### config.mk
export PLATFORM = sky130hd
export DESIGN_NAME = pc_sequencer
export DESIGN_NICKNAME = d
export VERILOG_FILES = /design/src/rtl/pipe_pkg.sv /design/src/rtl/pc_next_mux.sv /design/src/rtl/pc_sequencer.sv
export SDC_FILE = /design/constraint.sdc
export NUM_CORES = 1
export LEC_CHECK = 0
export BUFFER_PORTS_ARGS = -buffer_cell sky130_fd_sc_hd__buf_2
export CAP_MARGIN = 15
export CORE_MARGIN = 2
export CORE_UTILIZATION = 42
export CTS_CLUSTER_DIAMETER = 30
export CTS_CLUSTER_SIZE = 28
export DETAILED_ROUTE_END_ITERATION = 8
export PLACE_DENSITY = 0.7
export SLEW_MARGIN = 20
export SYNTH_ARGS = -nofsm -noshare
export SYNTH_HDL_FRONTEND = slang
export SYNTH_SLANG_ARGS = --single-unit
### constraint.sdc
create_clock -name clock -period 2.8 [get_ports clock]
set_input_delay 0.56 -clock clock [delete_from_list [all_inputs] [get_ports clock]]
set_output_delay 0.56 -clock clock [all_outputs]
set_load 0.01 [all_outputs]
### src/rtl/pipe_pkg.sv
// Shared encodings for the fetch-stage sequencer: FSM states, next-PC select, reset PC.
package pipe_pkg;

   typedef enum logic [1:0] {
      StBoot = 2'd0,
      StRun  = 2'd1,
      StHalt = 2'd2
   } state_e;

   typedef enum logic [1:0] {
      SelInc  = 2'd0,
      SelBr   = 2'd1,
      SelJ    = 2'd2,
      SelHold = 2'd3
   } pc_sel_e;

   localparam int unsigned DefaultResetPc = 0;

endpackage

### src/rtl/pc_next_mux.sv
// Priority select of the next PC and the F/D, D/X latch strobes for the fetch stage.
module pc_next_mux
   import pipe_pkg::*;
#(
   parameter int unsigned WIDTH = 32
) (
   input  state_e             state,
   input  logic               reset,
   input  logic               stall,
   input  logic               br_taken,
   input  logic [WIDTH-1:0]   br_target,
   input  logic               jump,
   input  logic [WIDTH-1:0]   j_target,
   input  logic               halt,
   input  logic [WIDTH-1:0]   pc,
   input  logic [WIDTH-1:0]   pc_inc,
   output logic [WIDTH-1:0]   pc_next,
   output logic               fd_en,
   output logic               flush_fd,
   output logic               flush_dx,
   output logic               go_halt,
   output logic               stall_hit,
   output logic               redir_hit
);

   pc_sel_e sel;

   always_comb begin
      sel       = SelHold;
      fd_en     = 1'b0;
      flush_fd  = 1'b0;
      flush_dx  = 1'b0;
      go_halt   = 1'b0;
      stall_hit = 1'b0;
      redir_hit = 1'b0;
      // Strobes only exist in RUN and never while reset is asserted.
      if (reset && (state == StRun)) begin
         if (br_taken) begin
            sel       = SelBr;
            flush_fd  = 1'b1;
            flush_dx  = 1'b1;
            redir_hit = 1'b1;
         end else if (stall) begin
            flush_dx  = 1'b1;
            stall_hit = 1'b1;
         end else if (jump) begin
            sel       = SelJ;
            fd_en     = 1'b1;
            flush_fd  = 1'b1;
            redir_hit = 1'b1;
         end else if (halt) begin
            flush_fd  = 1'b1;
            go_halt   = 1'b1;
         end else begin
            sel       = SelInc;
            fd_en     = 1'b1;
         end
      end
   end

   always_comb begin
      unique case (sel)
         SelInc:  pc_next = pc_inc;
         SelBr:   pc_next = br_target;
         SelJ:    pc_next = j_target;
         SelHold: pc_next = pc;
      endcase
   end

endmodule

### src/rtl/pc_sequencer.sv
// Program counter, BOOT/RUN/HALT fetch FSM and performance counters for the 5-stage pipe.
module pc_sequencer
   import pipe_pkg::*;
#(
   parameter int unsigned     WIDTH     = 32,
   parameter logic [WIDTH-1:0] RESET_PC = WIDTH'(DefaultResetPc),
   parameter int unsigned     CNT_WIDTH = 32
) (
   input  logic                 clock,
   input  logic                 reset,
   input  logic                 stall,
   input  logic                 br_taken,
   input  logic [WIDTH-1:0]     br_target,
   input  logic                 jump,
   input  logic [WIDTH-1:0]     j_target,
   input  logic                 halt,
   output logic [WIDTH-1:0]     address_imem,
   output logic [WIDTH-1:0]     pc_plus_one,
   output logic                 fetch_valid,
   output logic                 fd_en,
   output logic                 flush_fd,
   output logic                 flush_dx,
   output logic                 halted,
   output logic [CNT_WIDTH-1:0] cycle_cnt,
   output logic [CNT_WIDTH-1:0] stall_cnt,
   output logic [CNT_WIDTH-1:0] redir_cnt
);

   state_e               state_q, state_d;
   logic [WIDTH-1:0]     pc_q, pc_d;
   logic                 fetch_valid_q, halted_q;
   logic [CNT_WIDTH-1:0] cycle_cnt_q, stall_cnt_q, redir_cnt_q;
   logic                 go_halt, stall_hit, redir_hit;

   assign pc_plus_one = pc_q + WIDTH'(1);

   pc_next_mux #(
      .WIDTH(WIDTH)
   ) u_pc_next_mux (
      .state     (state_q),
      .reset     (reset),
      .stall     (stall),
      .br_taken  (br_taken),
      .br_target (br_target),
      .jump      (jump),
      .j_target  (j_target),
      .halt      (halt),
      .pc        (pc_q),
      .pc_inc    (pc_plus_one),
      .pc_next   (pc_d),
      .fd_en     (fd_en),
      .flush_fd  (flush_fd),
      .flush_dx  (flush_dx),
      .go_halt   (go_halt),
      .stall_hit (stall_hit),
      .redir_hit (redir_hit)
   );

   always_comb begin
      state_d = state_q;
      unique case (state_q)
         StBoot:  state_d = StRun;
         StRun:   state_d = go_halt ? StHalt : StRun;
         StHalt:  state_d = StHalt;
         default: state_d = StBoot;
      endcase
   end

   always_ff @(posedge clock) begin
      if (!reset) begin
         state_q       <= StBoot;
         pc_q          <= RESET_PC;
         fetch_valid_q <= 1'b0;
         halted_q      <= 1'b0;
         cycle_cnt_q   <= '0;
         stall_cnt_q   <= '0;
         redir_cnt_q   <= '0;
      end else begin
         state_q       <= state_d;
         pc_q          <= pc_d;
         fetch_valid_q <= (state_d == StRun);
         halted_q      <= (state_d == StHalt);
         if (state_q != StBoot) cycle_cnt_q <= cycle_cnt_q + CNT_WIDTH'(1);
         if (stall_hit)         stall_cnt_q <= stall_cnt_q + CNT_WIDTH'(1);
         if (redir_hit)         redir_cnt_q <= redir_cnt_q + CNT_WIDTH'(1);
      end
   end

   assign address_imem = pc_q;
   assign fetch_valid  = fetch_valid_q;
   assign halted       = halted_q;
   assign cycle_cnt    = cycle_cnt_q;
   assign stall_cnt    = stall_cnt_q;
   assign redir_cnt    = redir_cnt_q;

endmodule
==> results.json <==
{
  "ant_nets": 0,
  "grt_pass1_wl_um": 36270,
  "irDropWorstVdd_v": 0.0004166,
  "io_buffers": 234,
  "ys_async_sr_fraction": 0,
  "cts_buffers": 17,
  "internal-power_w": 0.003633,
  "pwr-share-seq": 0.406,
  "slew_violations": 0,
  "clock_skew_ps": 11.85,
  "grt_overflow": 0,
  "drt-pass1-iter-count": 5,
  "final_cell_mix": "234 x buf_2, 133 x nor2_1, 120 x dfxtp_1",
  "coreArea_sq_um": 17300,
  "syn_inst": 917,
  "root_buffer": "clkbuf_16",
  "drt-initial-drc-count": 488,
  "h-tree-depth": 4,
  "layout.cells.non_filler": 1401,
  "placed_area_sq_um": 9019,
  "synthesis.area_sq_um": 7443,
  "p_comb_frac": 0.066,
  "crit_fanout": 4,
  "nets": 1239,
  "fin_crit_sh": 0.9575,
  "fillCellCount": 1627,
  "vias_per_cell": 5.509,
  "vias": 7718,
  "slew_headroom": 0.5591,
  "cts_buffer_depth": 2,
  "layout_commonest_cell": "buf_2",
  "start_util": 0.4303,
  "worstHoldPathType": "flip-flop to flip-flop",
  "die-area_sq_um": 18800,
  "period_needed_ps": 2681,
  "ctsHoldBuffers": 0,
  "end_kind": "output pin",
  "wl_per_cell_um": 16.25,
  "crit_path_start_kind": "flip-flop",
  "switchingPower_w": 0.001071,
  "die_h_um": 137.1,
  "synth_edf_count": 0,
  "syn_nets": 994,
  "p_per_area_nw_per_um2": 483.3,
  "die_w_um": 137.1,
  "ys_seq_elements": 132,
  "drt_wl_total_um": 22760,
  "gp_congestion": 0.8951,
  "seq_area_frac_synth": 0.3550,
  "drc": 0,
  "grt_usage": 0.2421,
  "dp.cells": 1366,
  "final_util": 0.5626,
  "r2r_slack_ps": 380,
  "ios": 235,
  "dp_hpwl_um": 16410,
  "rsz0062_at_grt": "yes",
  "avgSynthCellArea_sq_um": 8.117,
  "critPathRequiredTime_ps": 2240,
  "syn2layout_area_growth_pct": 30.73,
  "run_status": "finished clean",
  "grt_pass1_vias": 7100,
  "layout-drive-gt1-share": 0.3013,
  "p_sw_frac": 0.2276,
  "path_class": "flip-flop to output pin",
  "worst_pin_slew_ps": 661.4,
  "drv_cap": 0,
  "cts_tree": "built",
  "ys.flop_type": "dfxtp_1",
  "stdcell_area_sq_um": 9731,
  "worstSkewPairLatency_ps": 420,
  "clock-sinks": 132,
  "setup_viol": 0,
  "clkPwrFrac": 0.528,
  "finalHoldViolations": 0,
  "antenna_found_initial": 2,
  "ys_warn_count": 0,
  "grt_max_degree": 40,
  "rows": 48,
  "critPathArrivalTime_ps": 2120,
  "fmax_mhz": 373.0,
  "synth_cell_types": 70,
  "leakage_nw": 4.104,
  "clkTransAtPathRegs_ps": 60
}
==> power by group through the flow <==
stage / Clock [W] / Sequential (W) / Combinational (W)
2_1_floorplan: 0 / 0.00196 / 0.000155
3_3_place_gp: 0 / 0.00195 / 0.000310
3_5_place_dp: 0 / 0.00195 / 0.000310
4_1_cts: 0.00251 / 0.00191 / 0.000312
5_1_grt: 0.00261 / 0.00191 / 0.000341
6_report: 0.00248 / 0.00191 / 0.000311
==> flip-flops by register name, indices dropped and copies added, names as in the netlist <==
register      flops
state_q           2
halted            1
fetch_valid       1
cycle_cnt        32
stall_cnt        32
address_imem     32
redir_cnt        32
==> critical path: stages (launching register included) <==
cell and delay, ps:
dfxtp_1 420, nand4_4 180, nor4_4 330, and4_2 370, nand3_1 120, xnor2_1 140
buf_2 140
==> cells by family (layout without fill, tap and decap cells) <==
family / Yosys count / in the layout / share of synthesized area
compound gates: 150 / 150 / 0.1341
xor+xnor: 111 / 111 / 0.1306
fa+ha+maj: 7 / 7 / 0.01177
buf+inv: 86 / 344 / 0.04858
flops: 132 / 132 / 0.3550
mux: 6 / 6 / 0.008237
other cells: 0 / 1 / 0
simple gates: 425 / 425 / 0.3116
==> worst paths after layout <==
| path | start | to | depth (start not counted) |
|---|---|---|---|
| max | address_imem[10] | pc_plus_one[30] | 6 |
| min | redir_cnt[31] | redir_cnt[31] | 1 |
| min reg2reg | redir_cnt[31] | redir_cnt[31] | 1 |
| max reg2reg | state_q[0] | address_imem[4] | 11 |
==> layer usage <==
layer | up-vias | part of all wire | wire (um) | track usage
li1 | 3778 | - | - | -
met1 | 3601 | 0.45 | 10260 | 0.3285
met2 | 301 | 0.45 | 10240 | 0.3643
met3 | 36 | 0.077 | 1749 | 0.06926
met4 | 2 | 0.022 | 510 | 0.08877
met5 | - | 0.00048 | 11 | 0
==> cell type report <==
type / instances / area [sq um] / area share
antenna: 1 / 2.502 / 0.0002572
clock buffer: 23 / 498.0 / 0.05118
clock inverter: 9 / 163.9 / 0.01684
inverter: 34 / 128.9 / 0.01324
multi-input combinational: 699 / 4446 / 0.4569
sequential: 132 / 2668 / 0.2741
tap: 225 / 281.5 / 0.02893
timing repair buffer: 278 / 1543 / 0.1585
==> synthesized netlist by cell type, types with 4 or more instances <==
library cell	count	share of area
nor2_1	133	0.067
dfxtp_1	132	0.36
nand3_1	61	0.041
nand2_1	58	0.029
xor2_1	56	0.066
xnor2_1	55	0.065
nand4_1	43	0.036
a21oi_1	39	0.026
clkbuf_1	38	0.019
inv_1	34	0.017
a22oi_1	24	0.024
o21ai_0	22	0.015
nor3_1	20	0.013
a31oi_1	19	0.016
and4_1	15	0.018
and2_1	14	0.012
and3_1	14	0.012
nor4_1	10	0.0084
or3_1	10	0.0084
o22ai_1	8	0.0067
ha_1	7	0.012
nand2b_1	6	0.0050
a221oi_1	5	0.0059
mux2i_1	5	0.0067
nor4_4	5	0.014
buf_2	4	0.0027
o211ai_1	4	0.0040
or2_2	4	0.0034
==> per-stage QoR <==
stage,total power (W),setup slack (ps),hold WS [ps],TNS [ps]
2_1_floorplan,0.002112,33.81,484.5,0
3_3_place_gp,0.002262,38.59,444.9,0
3_5_place_dp,0.002263,7.794,455.9,0
4_1_cts,0.004736,8.322,464.6,0
5_1_grt,0.004859,-17.45,479.6,-33.10
6_report,0.004703,118.9,457.2,0
==> timing repair <==
action	CTS	global route
resized for setup	7	13
buffers inserted	0	2
endpoints found under the setup margin	5	11
pin swaps	0	3
hold endpoints to repair	0	0
Note: power is estimated with default switching activity, not from simulation.
